File: src/rtl/fetch_pkg.sv
// Shared types and constants for the instruction-fetch stage.
//   AW / DW        : PC/address and instruction widths
//   fetch_entry_t  : one queued fetch result {pc tag, instruction}
//   PCW_INC/LOAD   : encodings of the PC write-select driven back to the PC
package fetch_pkg;

  localparam int unsigned AW = 5;
  localparam int unsigned DW = 32;

  typedef struct packed {
    logic [AW-1:0] pc;
    logic [DW-1:0] instr;
  } fetch_entry_t;

  localparam logic PCW_INC  = 1'b0;
  localparam logic PCW_LOAD = 1'b1;

endpackage

File: src/rtl/fetch_queue_unit_if.sv
// Bundle of everything the fetch unit exchanges with its neighbours:
//   PC side     : pc_result (in), pc_write / pc_next (out)
//   IMem side   : imem_addr / imem_rd_en (out), imem_data (in, one cycle after rd_en)
//   Control     : redirect_valid / redirect_pc (in)
//   Decode side : if_valid / if_pc / if_instr (out), if_ready (in)
// master = the fetch unit, slave = its environment.
interface fetch_queue_unit_if;
  import fetch_pkg::*;

  logic [AW-1:0] pc_result;
  logic          pc_write;
  logic [AW-1:0] pc_next;
  logic [AW-1:0] imem_addr;
  logic          imem_rd_en;
  logic [DW-1:0] imem_data;
  logic          redirect_valid;
  logic [AW-1:0] redirect_pc;
  logic          if_valid;
  logic          if_ready;
  logic [AW-1:0] if_pc;
  logic [DW-1:0] if_instr;

  modport master (
    input  pc_result, imem_data, redirect_valid, redirect_pc, if_ready,
    output pc_write, pc_next, imem_addr, imem_rd_en, if_valid, if_pc, if_instr
  );

  modport slave (
    output pc_result, imem_data, redirect_valid, redirect_pc, if_ready,
    input  pc_write, pc_next, imem_addr, imem_rd_en, if_valid, if_pc, if_instr
  );

endinterface

File: src/rtl/fetch_fifo.sv
// Synchronous FIFO of fetch entries.
//   clk, reset (sync, active-low) ; push/push_data ; pop ; flush (clears like reset)
//   count : occupancy 0..Depth ; head : entry at the read pointer (from storage)
// Depth must be a power of two so the pointers wrap naturally.
module fetch_fifo
  import fetch_pkg::*;
#(
  parameter int unsigned Depth = 4,
  localparam int unsigned PtrW = $clog2(Depth),
  localparam int unsigned CntW = PtrW + 1
) (
  input  logic            clk,
  input  logic            reset,
  input  logic            push,
  input  fetch_entry_t    push_data,
  input  logic            pop,
  input  logic            flush,
  output logic [CntW-1:0] count,
  output fetch_entry_t    head
);

  fetch_entry_t    mem_q [Depth];
  logic [PtrW-1:0] wr_ptr_q, rd_ptr_q;
  logic [CntW-1:0] count_q;
  logic            do_push, do_pop;

  assign do_push = push && (count_q != CntW'(Depth));
  assign do_pop  = pop && (count_q != '0);

  always_ff @(posedge clk) begin
    if (!reset || flush) begin
      wr_ptr_q <= '0;
      rd_ptr_q <= '0;
      count_q  <= '0;
    end else begin
      if (do_push) wr_ptr_q <= wr_ptr_q + 1'b1;
      if (do_pop)  rd_ptr_q <= rd_ptr_q + 1'b1;
      case ({do_push, do_pop})
        2'b10:   count_q <= count_q + 1'b1;
        2'b01:   count_q <= count_q - 1'b1;
        default: count_q <= count_q;
      endcase
    end
  end

  always_ff @(posedge clk) begin
    if (reset && !flush && do_push) mem_q[wr_ptr_q] <= push_data;
  end

  assign count = count_q;
  assign head  = mem_q[rd_ptr_q];

endmodule

File: src/rtl/fetch_queue_unit.sv
// Instruction-fetch stage: decides each cycle whether the PC increments, holds or is
// redirected, issues synchronous IMem reads, and queues returned instructions with
// their PC tags toward decode.
//   clk   : rising-edge clock
//   reset : synchronous, active-low
//   fif   : fetch_queue_unit_if.master (PC, IMem, redirect and decode handshake)
module fetch_queue_unit
  import fetch_pkg::*;
#(
  parameter int unsigned Depth = 4
) (
  input logic               clk,
  input logic               reset,
  fetch_queue_unit_if.master fif
);

  localparam int unsigned CntW = $clog2(Depth) + 1;

  logic [CntW-1:0] count;
  fetch_entry_t    head, push_data;
  logic            in_flight_q;
  logic [AW-1:0]   in_flight_pc_q;
  logic            credit, issue, push, pop, flush;

  // Credit counts the outstanding read but ignores a same-cycle pop on purpose:
  // this keeps the issue decision off the decode ready path.
  assign credit = ({1'b0, count} + {{CntW{1'b0}}, in_flight_q}) < (CntW + 1)'(Depth);
  assign issue  = reset && !fif.redirect_valid && credit;

  // A redirect kills both the returning read and any head decode takes this cycle.
  assign flush = fif.redirect_valid;
  assign push  = in_flight_q && !fif.redirect_valid;
  assign pop   = fif.if_valid && fif.if_ready && !fif.redirect_valid;

  assign push_data.pc    = in_flight_pc_q;
  assign push_data.instr = fif.imem_data;

  fetch_fifo #(
    .Depth(Depth)
  ) u_fifo (
    .clk      (clk),
    .reset    (reset),
    .push     (push),
    .push_data(push_data),
    .pop      (pop),
    .flush    (flush),
    .count    (count),
    .head     (head)
  );

  always_ff @(posedge clk) begin
    if (!reset || fif.redirect_valid) in_flight_q <= 1'b0;
    else                              in_flight_q <= issue;
    if (issue) in_flight_pc_q <= fif.pc_result;
  end

  // PC control: load 0 in reset, load target on redirect, increment on issue, else hold.
  always_comb begin
    fif.imem_addr  = fif.pc_result;
    fif.imem_rd_en = issue;
    fif.pc_write   = PCW_LOAD;
    fif.pc_next    = fif.pc_result;
    if (!reset) begin
      fif.pc_next = '0;
    end else if (fif.redirect_valid) begin
      fif.pc_next = fif.redirect_pc;
    end else if (issue) begin
      fif.pc_write = PCW_INC;
    end
  end

  assign fif.if_valid = reset && (count != '0);
  assign fif.if_pc    = head.pc;
  assign fif.if_instr = head.instr;

endmodule
File: src/flat_wrapper.sv
// flat-port wrapper written by rule: the top's interface ports become plain ports
module fetch_queue_unit_flat import fetch_pkg::*;
#(
  parameter int unsigned Depth = 4
)
  (clk, reset, fif_pc_result, fif_imem_data, fif_redirect_valid, fif_redirect_pc, fif_if_ready, fif_pc_write, fif_pc_next, fif_imem_addr, fif_imem_rd_en, fif_if_valid, fif_if_pc, fif_if_instr);
  fetch_queue_unit_if fif_i ();
  input logic clk;
  input logic reset;
  input wire logic [$bits(fif_i.pc_result)-1:0] fif_pc_result;
  input wire logic [$bits(fif_i.imem_data)-1:0] fif_imem_data;
  input wire logic [$bits(fif_i.redirect_valid)-1:0] fif_redirect_valid;
  input wire logic [$bits(fif_i.redirect_pc)-1:0] fif_redirect_pc;
  input wire logic [$bits(fif_i.if_ready)-1:0] fif_if_ready;
  output wire logic [$bits(fif_i.pc_write)-1:0] fif_pc_write;
  output wire logic [$bits(fif_i.pc_next)-1:0] fif_pc_next;
  output wire logic [$bits(fif_i.imem_addr)-1:0] fif_imem_addr;
  output wire logic [$bits(fif_i.imem_rd_en)-1:0] fif_imem_rd_en;
  output wire logic [$bits(fif_i.if_valid)-1:0] fif_if_valid;
  output wire logic [$bits(fif_i.if_pc)-1:0] fif_if_pc;
  output wire logic [$bits(fif_i.if_instr)-1:0] fif_if_instr;
  assign fif_i.pc_result = fif_pc_result;
  assign fif_i.imem_data = fif_imem_data;
  assign fif_i.redirect_valid = fif_redirect_valid;
  assign fif_i.redirect_pc = fif_redirect_pc;
  assign fif_i.if_ready = fif_if_ready;
  assign fif_pc_write = fif_i.pc_write;
  assign fif_pc_next = fif_i.pc_next;
  assign fif_imem_addr = fif_i.imem_addr;
  assign fif_imem_rd_en = fif_i.imem_rd_en;
  assign fif_if_valid = fif_i.if_valid;
  assign fif_if_pc = fif_i.if_pc;
  assign fif_if_instr = fif_i.if_instr;
  fetch_queue_unit #(.Depth(Depth)) u_core (.clk(clk), .reset(reset), .fif(fif_i));
endmodule
File: config.mk
export PLATFORM = sky130hd
export DESIGN_NAME = fetch_queue_unit_flat
export DESIGN_NICKNAME = d
export VERILOG_FILES = /design/src/rtl/fetch_pkg.sv /design/src/rtl/fetch_queue_unit_if.sv /design/src/rtl/fetch_fifo.sv /design/src/rtl/fetch_queue_unit.sv /design/src/flat_wrapper.sv
export SDC_FILE = /design/constraint.sdc
export NUM_CORES = 1
export LEC_CHECK = 0
export ABC_CLOCK_PERIOD_IN_PS = 2800
export CAP_MARGIN = 20
export CELL_PAD_IN_SITES_DETAIL_PLACEMENT = 0
export CELL_PAD_IN_SITES_GLOBAL_PLACEMENT = 2
export CORE_ASPECT_RATIO = 1.2
export CORE_MARGIN = 5
export CORE_UTILIZATION = 30
export CTS_BUF_LIST = sky130_fd_sc_hd__clkbuf_4 sky130_fd_sc_hd__clkbuf_8
export CTS_CLUSTER_SIZE = 30
export DETAILED_ROUTE_END_ITERATION = 10
export PLACE_DENSITY = 0.71
export SKIP_LAST_GASP = 1
export SLEW_MARGIN = 20
export SYNTH_ARGS = -nofsm -noshare
export SYNTH_HDL_FRONTEND = slang
export SYNTH_SLANG_ARGS = --single-unit
File: constraint.sdc
create_clock -name clk -period 2.8 [get_ports clk]
set_input_delay 0.7 -clock clk [delete_from_list [all_inputs] [get_ports clk]]
set_output_delay 0.7 -clock clk [all_outputs]
set_load 0.01 [all_outputs]
## Word-level counts from Yosys, hierarchy flattened

Memories as Yosys holds them, arrays and structs flattened. A register that Yosys moved wholly into a read port is not among the register bits.
Index checks and enable logic that the tools add are counted.

| word-level totals | value |
|---|---|
| register bits after elaboration | 13 |
| RAM bits | 148 |
| input port bits | 46 |
| word-level logic and storage cells | 39 |
| memories | 1 |

Memories:

| name | depth | width | rd ports | clocked after Yosys merged registers in | wr ports | line | RTL |
|---|---|---|---|---|---|---|---|
| u_core.u_fifo.mem_q | 4 | 37 | 1 | 1 | 1 | fetch_fifo.sv:22 | `fetch_entry_t mem_q [Depth];` |

| cells by class | value |
|---|---|
| $add $sub $neg | 5 |
| order comparisons | 1 |
| eq/ne operators | 3 |
| multiplexer cells | 10 |
| reduce and logical (&&, ||, !) cells | 14 |

Operator list:

| operator | count |
|---|---|
| two-way mux 5 bit | 2 |
| logical AND 1 bit | 9 |
| one-hot mux 3 bit (2 select lines) | 1 |
| two-way mux 1 bit | 5 |
| adder 2 x 1 -> 2 bit (second input constant) | 2 |
| adder 3 x 1 -> 4 bit | 1 |
| less-than comparator 4 x 3 -> 1 bit (second input constant) | 1 |
| two-way mux 2 bit | 2 |
| adder 3 x 1 -> 3 bit (second input constant) | 1 |
| inequality test 3 bit (second input constant) | 1 |
| nonzero test 3 bit | 1 |
| subtractor 3 x 1 -> 3 bit (second input constant) | 1 |
| == test 2 x 1 -> 1 bit (second input constant) | 1 |
| == test 2 bit (second input constant) | 1 |
| logical NOT 1 bit | 2 |
| nonzero test 2 bit | 1 |
| logical OR 1 bit | 1 |

## Depth between registers and ports, before layout

Gate-level depths: netlist of the first run.

| depth | value |
|---|---|
| depth after elaboration | 7 |
| mapped depth | 11 |
| depth with buffers taken out | 9 |

## By module

A second synthesis of the first run with hierarchy kept.

| second synthesis, totals | value |
|---|---|
| cells, all modules | 273 |
| area, all modules | 6187.2 um^2 |

Modules (own cells, without submodules):

| module | instances | cells each | area an instance (um^2) | sequential area each (um^2) |
|---|---|---|---|---|
| fetch_fifo | 1 | 243 | 5819.3 | 4624.4 |
| fetch_queue_unit | 1 | 30 | 367.9 | 170.2 |

## Least setup slack after synthesis of the first run

Ideal clock, no wire load.

| path | value |
|---|---|
| path kind | input-to-output |
| start point | input fif_redirect_valid |
| end point | output fif_pc_write |
| arrival time | 2.137 ns |
| data required time | 2.100 ns |
| path slack | -0.037 ns |
| cell stages on the path | 4 |
| cell sequence | buf_2 -> nand2b_1 -> a311oi_1 -> inv_1 |

| on the way | value |
|---|---|
| word-level cells in the longest chain between the ends | 6 |

Ends and longest elaborated chain:

| item | line | RTL |
|---|---|---|
| from (decl) | flat_wrapper.sv:12 | `input wire logic [$bits(fif_i.redirect_valid)-1:0] fif_redirect_valid;` |
| logical NOT 1 bit | fetch_queue_unit.sv:28 | `assign issue = reset && !fif.redirect_valid && credit;` |
| logical AND 1 bit (2 in a row) | fetch_queue_unit.sv:28 |  |
| net fif_imem_rd_en | flat_wrapper.sv:18 | `output wire logic [$bits(fif_i.imem_rd_en)-1:0] fif_imem_rd_en;` |
| two-way mux 1 bit | fetch_queue_unit.sv:67 | `end else if (issue) begin` |
| two-way mux 1 bit | fetch_queue_unit.sv:65 | `end else if (fif.redirect_valid) begin` |
| two-way mux 1 bit | fetch_queue_unit.sv:63 | `if (!reset) begin` |
| to (decl) | flat_wrapper.sv:15 | `output wire logic [$bits(fif_i.pc_write)-1:0] fif_pc_write;` |

The timed path passes the listed nets, and every way through them passes these cells.

==> results of run 1 <==
state kept, by name, indices dropped and copies added (netlist names), named ones only:
signal / cells
u_core.u_fifo.wr_ptr_q: 2
u_core.u_fifo.rd_ptr_q: 2
u_core.in_flight_pc_q: 5
u_core.u_fifo.count: 3
u_core.in_flight_q: 1
u_core.u_fifo.mem_q: 148
worst min-delay path by stage:
| stage | end | startpoint | slack, ns |
|---|---|---|---|
| after floorplan | flop | u_core.u_fifo.rd_ptr_q[1]$_SDFFE_PP0P_ | 0.43 |
| after global placement | flop | u_core.u_fifo.rd_ptr_q[1]$_SDFFE_PP0P_ | 0.44 |
| after detailed placement | flop | u_core.u_fifo.rd_ptr_q[1]$_SDFFE_PP0P_ | 0.45 |
| after CTS | flop | u_core.u_fifo.rd_ptr_q[1]$_SDFFE_PP0P_ | 0.46 |
| after global routing | flop | u_core.u_fifo.rd_ptr_q[1]$_SDFFE_PP0P_ | 0.52 |
| final | flop | u_core.u_fifo.rd_ptr_q[1]$_SDFFE_PP0P_ | 0.47 |
what timing repair did:
action,in CTS,in global routing
cloned,1,3
buffers inserted,1,6
endpoints found under the setup margin,44,38
gates resized for setup,10,39
pin swaps,1,1
hold buffers,0,0
power by group through the flow:
stage | combinational (uW) | clock [uW] | sequential [uW]
floorplan | 65.6 | 0 | 2740
global placement | 204 | 0 | 2740
CTS | 206 | 2070 | 2680
global route | 221 | 2180 | 2680
finish | 204 | 2010 | 2680
detailed placement | 208 | 0 | 2740
per-stage QoR:
step           power [uW]  utilization, %  worst slack, ns  std cells
2_1_floorplan        2800               -            0.177        275
3_3_place_gp         2940            37.5           -0.268        639
3_5_place_dp         2950            37.5           -0.276        639
4_1_cts              4960            40.0          -0.0957        673
5_1_grt              5090            41.1          0.00776        682
6_report             4890            41.1           0.0907        682
metal layers:
layer	GRT usage, %	routed length, um	vias up
met5	0	20	-
met4	4.30	186	2
met3	3.67	702	17
met2	17.0	6370	90
met1	12.4	5260	1595
li1	-	-	1382
cell families after synthesis:
family | after synthesis | synth area share, %
DFF | 163 | 77.9
muxes | 44 | 14.7
and+or+nand+nor | 28 | 2.56
buffers and inverters | 23 | 2.13
AOI/OAI and AO/OA | 9 | 1.10
adders and majority gates | 6 | 1.34
xor gates and xnor gates | 2 | 0.285
cells in the final DEF, fill, tap and decap left out, types with 4 or more instances in the layout:
cell	count
edfxtp_1	153
clkdlybuf4s50_1	51
mux4_2	37
dlymetal6s2s_1	36
buf_4	20
clkbuf_8	17
dlygate4sd2_1	8
dfxtp_1	8
inv_1	7
nor2b_1	7
mux2i_1	7
bufinv_16	6
buf_12	6
nand2_1	5
ha_1	5
nor2_1	4
and3_2	4
inv_6	4
layout make-up:
type / count / area, um2 / area share, %
Timing Repair Buffer: 126 / 1420 / 17.1
Sequential cell: 163 / 4800 / 57.7
Clock inverter: 15 / 250 / 3.01
Inverter: 7 / 26.3 / 0.316
Tap cell: 265 / 332 / 3.98
Multi-Input combinational cell: 89 / 1260 / 15.1
Clock buffer: 17 / 234 / 2.81
worst max-delay path, cell delays in order, from the launching register on:
cell and delay [ns]:
dfxtp_4 0.43, buf_8 0.16, mux4_2 0.49, clkdlybuf4s50_1 0.49
==> out/qor.txt, run 1 <==
initial antenna violation count: 1
H-Tree Depth: 4
Async SR Flop Fraction: 0%
hold_ws: 0.467 ns
Startpoint Class: flop
NetSw: 938 uW
FP Rows: 57
CTS Buffer Depth: 2
post-synth net total: 327
minimum clock period: 2.71 ns
Synth cell types: 29
Total Routing Usage GR: 10.4%
Vias/cell: 4.52
Pwr per Cell Area: 588 nW/um2
die footprint: 23500 um2
clock power share: 41.0%
unrepaired setup endpoints after global routing: no
Achievable Freq: 369 MHz
Post-Synthesis Cells: 275
switching share of power: 19.2%
number of global-route vias before repair: 3315
R2R Path End: u_core.u_fifo.count[2]$_SDFFE_PP0P_
CP endpoint kind: output port
max-slew violation count: 0
peak supply drop: 0.000269 V
synth top area cells: edfxtp_1 (75%), mux4_2 (14%), dfxtp_1 (3.3%), mux2i_1 (1.1%), ha_1 (1.0%)
Worst Reg-to-Reg Cells: 9
initial drt markers: 141
diode count: 0
clock slew seen by the registers of the worst setup and hold paths: 0.08 ns
synthesized area: 6150 um2
Placer Congestion: 0.712
first-pass GRT wire length: 18400 um
Ys Warns: 0
relative slew slack: 80.3%
Post-synth EDFFs: 153
final hold vios: 0
register area share after synthesis: 77.9%
post-synth top area share: 74.6%
status: completed
clock sink count: 163
synthesized flop and latch total: 163
Top FF cell, synth: edfxtp_1
post-route antenna net violation count: 0
crit share post-route: 96.8%
Leakage: 0.00298 uW
Starting Density: 30.4%
Final TNS setup: 0 ns
post-route cell area: 8320 um2
hold path cells: 1
root buf cell: clkbuf_8
part of the power in registers: 54.8%
Skew-Pair Late Insertion Delay: 0.45 ns
wire per inst: 18.4 um
Top Ports: 96
# DRC: 0
total CTS buffers: 17
Synth area leader: edfxtp_1
Worst Setup Path Type: reg2out
final WL: 12500 um
crit path to: fif_if_instr[4]
1st-pass router iterations: 4
Gate power share: 4.2%
CP Data Required Time: 2.10 ns
register-to-register setup slack: 0.20 ns
global route overflow: 0
Int Pwr: 3960 uW
most common cell in the synthesized netlist: edfxtp_1
Core ar.: 20300 um2
Post-DP Area: 7590 um2
Max-cap violations: 0
Vias: 3086
largest net degree at the start of global routing: 38
Worst Clk Skew: 0.0103 ns
detailed placer's ending HPWL: 7220 um
layout cells sized above 1: 26.6%
Min-Delay Path Class: reg2reg
CTS tree: done
crit path DAT: 2.01 ns
worst-margin pin slew: 0.295 ns
final-report setup violation count: 0
die width: 141 um
Die Height: 167 um
Port Buf Inserts: 95
Layout area overhead: 35.2%
syn avg cell area: 22.4 um2
Final nets: 456
Commonest cells post-synth: edfxtp_1 (153), mux4_2 (37), dfxtp_1 (10), buf_4 (8)
Filler cells: 1830
crit-path max FO: 4
Worst R2R Start: u_core.u_fifo.count[2]$_SDFFE_PP0P_
Note: power is estimated with default switching activity, not from simulation.
==> run 2: changes to the inputs <==
Settings changed: SETUP_SLACK_MARGIN from default to 0.2, SKIP_CTS_REPAIR_TIMING from default to 1.
==> run 2 against run 1 <==
Final cell count increased by 0.88%. Critical path depth unchanged. Clock skew increased by 0.0017 ns. Register-to-register slack improved by 0.13 ns. Global-route usage decreased by 0.11 points. Wire length decreased by 4.3%. Final area decreased by 0.57%. Critical path type unchanged. Highest routed layer unchanged.
==> out/qor.txt, run 2 (synthesis results as in run 1) <==
status: completed
Top Ports: 96
Min-Delay Path Class: reg2reg
clock sink count: 163
FP Rows: 57
most common cell after layout, fill and taps aside: edfxtp_1
Vias/cell: 4.43
Worst Reg-to-Reg Cells: 9
CTS Buffer Depth: 2
crit-path max FO: 12
initial drt markers: 110
unrepaired setup endpoints after global routing: yes
final hold vios: 0
Die Height: 167 um
Layout area overhead: 34.4%
first-pass GRT wire length: 17900 um
Placer Congestion: 0.686
total CTS buffers: 17
largest net degree at the start of global routing: 38
1st-pass router iterations: 4
number of global-route vias before repair: 3262
crit share post-route: 97.2%
minimum clock period: 2.72 ns
Largest Register: u_core.u_fifo.mem_q
Max-cap violations: 0
clock slew seen by the registers of the worst setup and hold paths: 0.09 ns
Pwr per Cell Area: 560 nW/um2
Starting Density: 30.4%
worst-margin pin slew: 0.285 ns
global route overflow: 0
number of flip-flops in the largest register: 148
max-slew violation count: 0
relative slew slack: 81.0%
# DRC: 0
crit path to: fif_if_instr[8]
Core ar.: 20300 um2
Vias: 3048
diode count: 0
crit path DAT: 2.02 ns
register-to-register setup slack: 0.33 ns
Achievable Freq: 367 MHz
detailed placer's ending HPWL: 7250 um
non-filler instance count after layout: 688
worst setup margin: 0.0783 ns
root buf cell: clkbuf_8
Worst Clk Skew: 0.0121 ns
die footprint: 23500 um2
CP Data Required Time: 2.10 ns
initial antenna violation count: 2
pre-CTS setup slack: -0.210 ns
die width: 141 um
layout cells sized above 1: 27.7%
Skew-Pair Late Insertion Delay: 0.45 ns
final-report setup violation count: 0
final core utilization: 40.9%
leading cell types in the layout, fill and taps excluded: edfxtp_1 (153), clkdlybuf4s50_1 (51), dlymetal6s2s_1 (44)
hold_ws: 0.456 ns
Final nets: 462
CTS tree: done
wire per inst: 17.4 um
Port Buf Inserts: 95
post-route antenna net violation count: 0
peak supply drop: 0.000247 V
R2R Path End: u_core.u_fifo.count[2]$_SDFFE_PP0P_
final WL: 12000 um
CP endpoint kind: output port
placed cells: 639
Startpoint Class: flop
Worst Setup Path Type: reg2out
Worst R2R Start: u_core.u_fifo.count[0]$_SDFFE_PP0P_
Total Routing Usage GR: 10.3%
H-Tree Depth: 4
Leakage: 0.00304 uW
-- run 2: worst min path at each step --
stage	start	to	slack, ns	cells after the start
after floorplan	u_core.u_fifo.rd_ptr_q[1]$_SDFFE_PP0P_	flop	0.43	1
after global placement	u_core.u_fifo.rd_ptr_q[1]$_SDFFE_PP0P_	flop	0.44	1
after detailed placement	u_core.u_fifo.rd_ptr_q[1]$_SDFFE_PP0P_	flop	0.45	1
after CTS	u_core.u_fifo.rd_ptr_q[1]$_SDFFE_PP0P_	flop	0.45	1
after global routing	u_core.u_fifo.rd_ptr_q[1]$_SDFFE_PP0P_	flop	0.47	1
final	u_core.u_fifo.rd_ptr_q[1]$_SDFFE_PP0P_	flop	0.46	1
-- run 2: layout make-up --
| type | instances | area (um2) |
|---|---|---|
| multi-input cells | 89 | 1240 |
| fillers | 1813 | 12000 |
| well taps | 265 | 332 |
| repair buffers | 132 | 1460 |
| flip-flops and latches | 163 | 4800 |
| clock inverters | 15 | 178 |
| clock buffers | 17 | 234 |
| inverters | 7 | 26.3 |
-- run 2: power breakdown --
part	switching, uW	internal, uW	total, uW
Combinational	80.8	122	202
Clock	861	889	1750
Sequential	7.66	2670	2680
-- run 2: critical path, stage by stage, from the launching register on --
cell	delay [ns]
dfxtp_4	0.40
buf_12	0.15
mux4_2	0.52
clkdlybuf4s50_1	0.49
-- run 2: per-stage QoR --
| step | instance area, um2 | setup TNS [ns] | power [uW] |
|---|---|---|---|
| 6_report | 8270 | 0 | 4630 |
| 5_1_grt | 8270 | -0.0318 | 4820 |
| 4_1_cts | 8020 | -4.45 | 4710 |
| 3_5_place_dp | 7600 | -0.769 | 2950 |
| 3_3_place_gp | 7600 | -0.719 | 2940 |
| 2_1_floorplan | 6170 | 0 | 2800 |
-- run 2: routing by layer --
layer  part of all wire [%]  vias up  wire [um]  track usage, %
met3                    6.6       22        795            4.24
met4                    1.8        4        211            3.88
met1                     40     1530       4810            11.7
li1                       -     1397          -               -
met5                   0.18        -         21               0
met2                     51       95       6150            17.2
==> run 3: changes to the inputs <==
Settings changed: CORE_MARGIN 5 to default, CORE_UTILIZATION 30 to 38, PLACE_DENSITY 0.71 to 0.85, SKIP_LAST_GASP 1 to default.
==> run 3 against run 2 <==
Non-clock buffer count decreased by 11. First-iteration DRC count increased by 30%. Register-to-register slack got worse by 0.02 ns. Hold slack improved by 0.0054 ns. Global-route usage increased by 3.7 points. Via count decreased by 1.5%. Total power decreased by 5.8%. Utilization increased by 10 points. Critical path type unchanged. Critical endpoint is now fif_if_instr[16]. Largest power group unchanged. Highest routed layer is now met4.
==> out/qor.txt, run 3 (synthesis results as in run 1) <==
leading cell types in the layout, fill and taps excluded: edfxtp_1 (153), clkdlybuf4s50_1 (55), dlymetal6s2s_1 (38)
Layout area overhead: 30.5%
1st-pass router iterations: 5
M1 WL: 4640 um
crit-path max FO: 10
die width: 118 um
Leakage: 0.00290 uW
initial drt markers: 143
initial antenna violation count: 0
CP Data Required Time: 2.10 ns
peak supply drop: 0.000294 V
worst path cell trace: buf_8 -> mux4_2 -> clkdlybuf4s50_1
relative slew slack: 76.9%
first-pass GRT wire length: 17200 um
final WL: 11000 um
worst-margin pin slew: 0.347 ns
Skew-Pair Late Insertion Delay: 0.43 ns
minimum clock period: 2.73 ns
Met2 Routed Length: 5760 um
die footprint: 16700 um2
Max-cap violations: 0
Total Routing Usage GR: 13.9%
Final nets: 451
post-route antenna net violation count: 0
CP delay by family, top: buffers and inverters
largest net degree at the start of global routing: 28
footprint of the multi-input gates: 1250 um2
Worst Setup Path Type: reg2out
diode count: 0
Worst Clk Skew: 0.00956 ns
crit path DAT: 2.03 ns
Port Buf Inserts: 95
placed cells: 584
Die Height: 141 um
final-report setup violation count: 0
most common cell after layout, fill and taps aside: edfxtp_1
CTS tree: done
Filler cells: 1224
wire per inst: 17.8 um
NetSw: 937 uW
Placer Congestion: 0.679
global route overflow: 0
number of flip-flops in the largest register: 148
status: completed
CTS Buffer Depth: 2
non-filler instance count after layout: 620
detailed placer's ending HPWL: 6790 um
Starting Density: 39.2%
Achievable Freq: 367 MHz
clock slew seen by the registers of the worst setup and hold paths: 0.08 ns
unrepaired setup endpoints after global routing: yes
Vias: 3001
Min-Delay Path Class: reg2reg
number of global-route vias before repair: 3199
CP endpoint kind: output port
WL met3: 521 um
post-layout power: 4370 uW
crit share post-route: 97.4%
Int Pwr: 3430 uW
Largest Register: u_core.u_fifo.mem_q
root buf cell: clkbuf_8
# DRC: 0
Vias/cell: 4.84
layout cells sized above 1: 26.0%
hold_ws: 0.461 ns
CP peak stage delay: 0.53 ns
total CTS buffers: 17
Final TNS setup: 0 ns
register area: 4800 um2
WP buf/inv: 2
final core utilization: 51.1%
part of the power in registers: 61.4%
Core ar.: 15700 um2
H-Tree Depth: 4
Max Used Layer: met4
clock power share: 33.9%
Pwr per Cell Area: 544 nW/um2
switching share of power: 21.5%
clock sink count: 163
Critical Path Slowest Stage Cell: mux4_2
final hold vios: 0
FP Rows: 50
Top Ports: 96
Startpoint Class: flop
max-slew violation count: 0
Gate power share: 4.7%
## run 3: cell types whose count changed in the layout (fill, tap and decap cells not counted), sizes merged
cell           previous run  this run
clkbuf                   18        21
dlymetal6s2s             44        38
bufinv                    3         0
clkdlybuf4s50            51        55
clkinv                    5         8
inv                      12        11
buf                      36        25
## run 3: metal layers
metal  up-vias  global-route usage (%)
met5         -                       0
met4         0                    5.06
met3        10                    4.50
met2        86                    23.7
met1      1532                    16.6
li1       1373                       -
## run 3: path summary, 6_finish.rpt
kind	depth (start not counted)	endpoint	startpoint	slack (ns)
hold / removal	1	flop	u_core.u_fifo.rd_ptr_q[1]$_SDFFE_PP0P_	0.46
setup reg to reg	9	u_core.u_fifo.count[2]$_SDFFE_PP0P_	u_core.u_fifo.count[2]$_SDFFE_PP0P_	0.31
hold reg to reg	1	flop	u_core.u_fifo.rd_ptr_q[1]$_SDFFE_PP0P_	0.46
setup / recovery	3	fif_if_instr[16]	flop	0.07
## run 3: area by class of cell
cell class,count,area share (%)
flip-flops and latches,163,59.8
clock inverters,14,1.29
inverters,7,0.327
well taps,208,3.24
clock buffers,18,3.01
multi-input cells,89,15.6
repair buffers,121,16.8
## run 3: power by group through the flow
stage | clock network, uW | registers [uW] | logic, uW
3_3_place_gp | 0 | 2740 | 204
2_1_floorplan | 0 | 2740 | 66.7
6_report | 1480 | 2680 | 205
5_1_grt | 1620 | 2680 | 221
3_5_place_dp | 0 | 2740 | 209
4_1_cts | 1520 | 2680 | 210
## run 3: worst reg2reg max path, cell delays in order (launching register included)
cell	delay, ns
dfxtp_1	0.43
or3b_1	0.39
and2_4	0.20
or2b_1	0.16
ha_2	0.16
inv_1	0.05
fa_2	0.33
xor2_1	0.15
or3_2	0.41
a21oi_1	0.14
## run 3: stage by stage
step	worst slack, ns	cell area (um2)
2_1_floorplan	0.242	6170
6_report	0.0729	8030
3_3_place_gp	-0.138	7520
5_1_grt	-0.000761	8030
4_1_cts	-0.213	7870
3_5_place_dp	-0.189	7520
==> patch, RTL diff (settings of run 2) <==
`DW`: 32 -> 48.
--- a/src/rtl/fetch_pkg.sv
+++ b/src/rtl/fetch_pkg.sv
@@ -7,3 +7,3 @@
   localparam int unsigned AW = 5;
-  localparam int unsigned DW = 32;
+  localparam int unsigned DW = 48;
 
Ports: changed (resized fif_if_instr and fif_imem_data); port bits go from 96 to 128. No check against the original RTL was run, so the function may have changed too.
==> patch against run 2 <==
- via count grew 37%
- sequential cell count rose by 64
- cell area rose by 36%
- area after synthesis up 37%
- total power rose by 51%
- setup slack got worse by 0.031 ns
- routed wire length up 48%
- clock power increased by 71%
==> patch: results (changes against run 2) <==
[final_layout]
drive_above_1_share=0.351  ; +0.0744
instances_no_fill=946  ; +38%
finalNetCount=608  ; +32%
largest_reg_flops=212  ; +43%
regMostFlops=u_core.u_fifo.mem_q

[power_and_ir_drop]
ir_worst_vdd_v=0.000309  ; +25%
cellLeakagePower_nw=3.89  ; +28%

[status]
status=finished, final reports clean

[worst_setup_path]
worstPathArrival_ns=2.05  ; +0.03 ns
worstPathMaxFanout=5  ; -7

[placement]
dpl.hpwl_um=10000  ; +38%
dp_cells=866  ; +36%
portBuffers=127  ; +34%
gp_congestion=0.691  ; +0.82%
placed_area_um2=10300  ; +36%

[cts]
clk-insertion-delay-late_ns=0.52  ; +0.07 ns
htreeDepth=2  ; -2
cts.clk_slew.worst_paths_ns=0.06  ; -0.03 ns
cts_buffer_depth=3  ; +1

[timing]
finClkSkew_ns=0.0130  ; +0.000956 ns
worstMarginPinSlew_ns=0.311  ; +0.0255 ns

[grt]
grt_max_degree=41  ; +7.9%
antenna_found_initial=1  ; -1
grt_pass1_wl_um=26000  ; +45%
grt_usage=0.106  ; +0.00299
grt_pass1_vias=4637  ; +42%

[logic_synthesis]
ys_seq_area_frac=0.794  ; +0.0152
synth_edf_count=217  ; +42%
synth_common_cells=edfxtp_1 (217), mux4_2 (53), buf_4 (10), dfxtp_1 (10)
synth_nets=427  ; +31%
syn_inst=359  ; +31%
ys_top_cells_by_area=edfxtp_1 (77%), mux4_2 (14%), dfxtp_1 (2.4%)

[drt]
drtIter0Drc=126  ; +15%
wl_per_cell_um=18.7  ; +7.4%
vias=4182  ; +37%
firstDrtPassIters=5  ; +1

==> patch: changes by cell type in the layout (fill, tap and decap cells not counted), sizes merged <==
cell           delta
buf               -5
clkbuf           +74
clkdlybuf4s50    +13
clkinv            +6
clkinvlp          -1
dlymetal6s2s     -19
edfxtp           +64
inv               -4
mux4             +16
==> patch: cell families (layout without fill, tap and decap cells) <==
logic type,after synthesis,in the layout,share of synthesized area
multiplexers,60,60,0.149
AND/OR/NAND/NOR,28,28,0.0186
AO/OA/AOI/OAI,9,9,0.00799
flip-flops,227,227,0.794
XOR/XNOR,2,2,0.00207
adder cells (fa/ha/maj),6,6,0.00976
buffers and inverters,27,235,0.0179
==> patch: final cells by class <==
type | instances | area (um2)
Timing Repair Buffer | 161 | 1640
Multi-Input combinational cell | 105 | 1610
Fill cell | 2503 | 16700
Inverter | 7 | 26.3
Clock inverter | 16 | 156
Tap cell | 379 | 474
Sequential cell | 227 | 6730
Clock buffer | 51 | 627
==> patch: per-layer routing <==
layer	wire length, um	global-route usage
met4	424	0.0379
met5	13	0
met2	8890	0.182
met1	7330	0.124
met3	1040	0.0323
==> patch: worst max-delay path: stages (launching register included) <==
cell	delay, ns
dfxtp_4	0.37
buf_12	0.12
buf_4	0.17
buf_16	0.15
mux4_2	0.52
dlymetal6s2s_1	0.20
==> patch: path summary, 6_finish.rpt <==
kind,startpoint,cells past startpoint,end
max,flip-flop,5,fif_if_instr[19]
min,u_core.u_fifo.rd_ptr_q[1],1,flip-flop
max reg2reg,u_core.u_fifo.count[0],9,u_core.u_fifo.count[2]
min reg2reg,u_core.u_fifo.rd_ptr_q[1],1,flip-flop
==> patch: where the power goes <==
group          leakage, nW  total, W  switching (W)  internal (W)
Combinational         1.44  0.000256       0.000107      0.000149
Sequential            2.04   0.00375     0.00000904       0.00374
Clock                0.406   0.00300        0.00126       0.00174
==> patch: per-stage QoR <==
stage          setup WS, ns   util  setup TNS [ns]  hold WS (ns)
6_report             0.0478  0.403               0         0.452
5_1_grt             -0.0507  0.403          -0.354         0.478
4_1_cts              -0.254  0.399           -9.63         0.454
3_5_place_dp         -0.199  0.371          -0.522         0.444
3_3_place_gp         -0.154  0.371          -0.395         0.447
2_1_floorplan         0.242      -               0         0.430
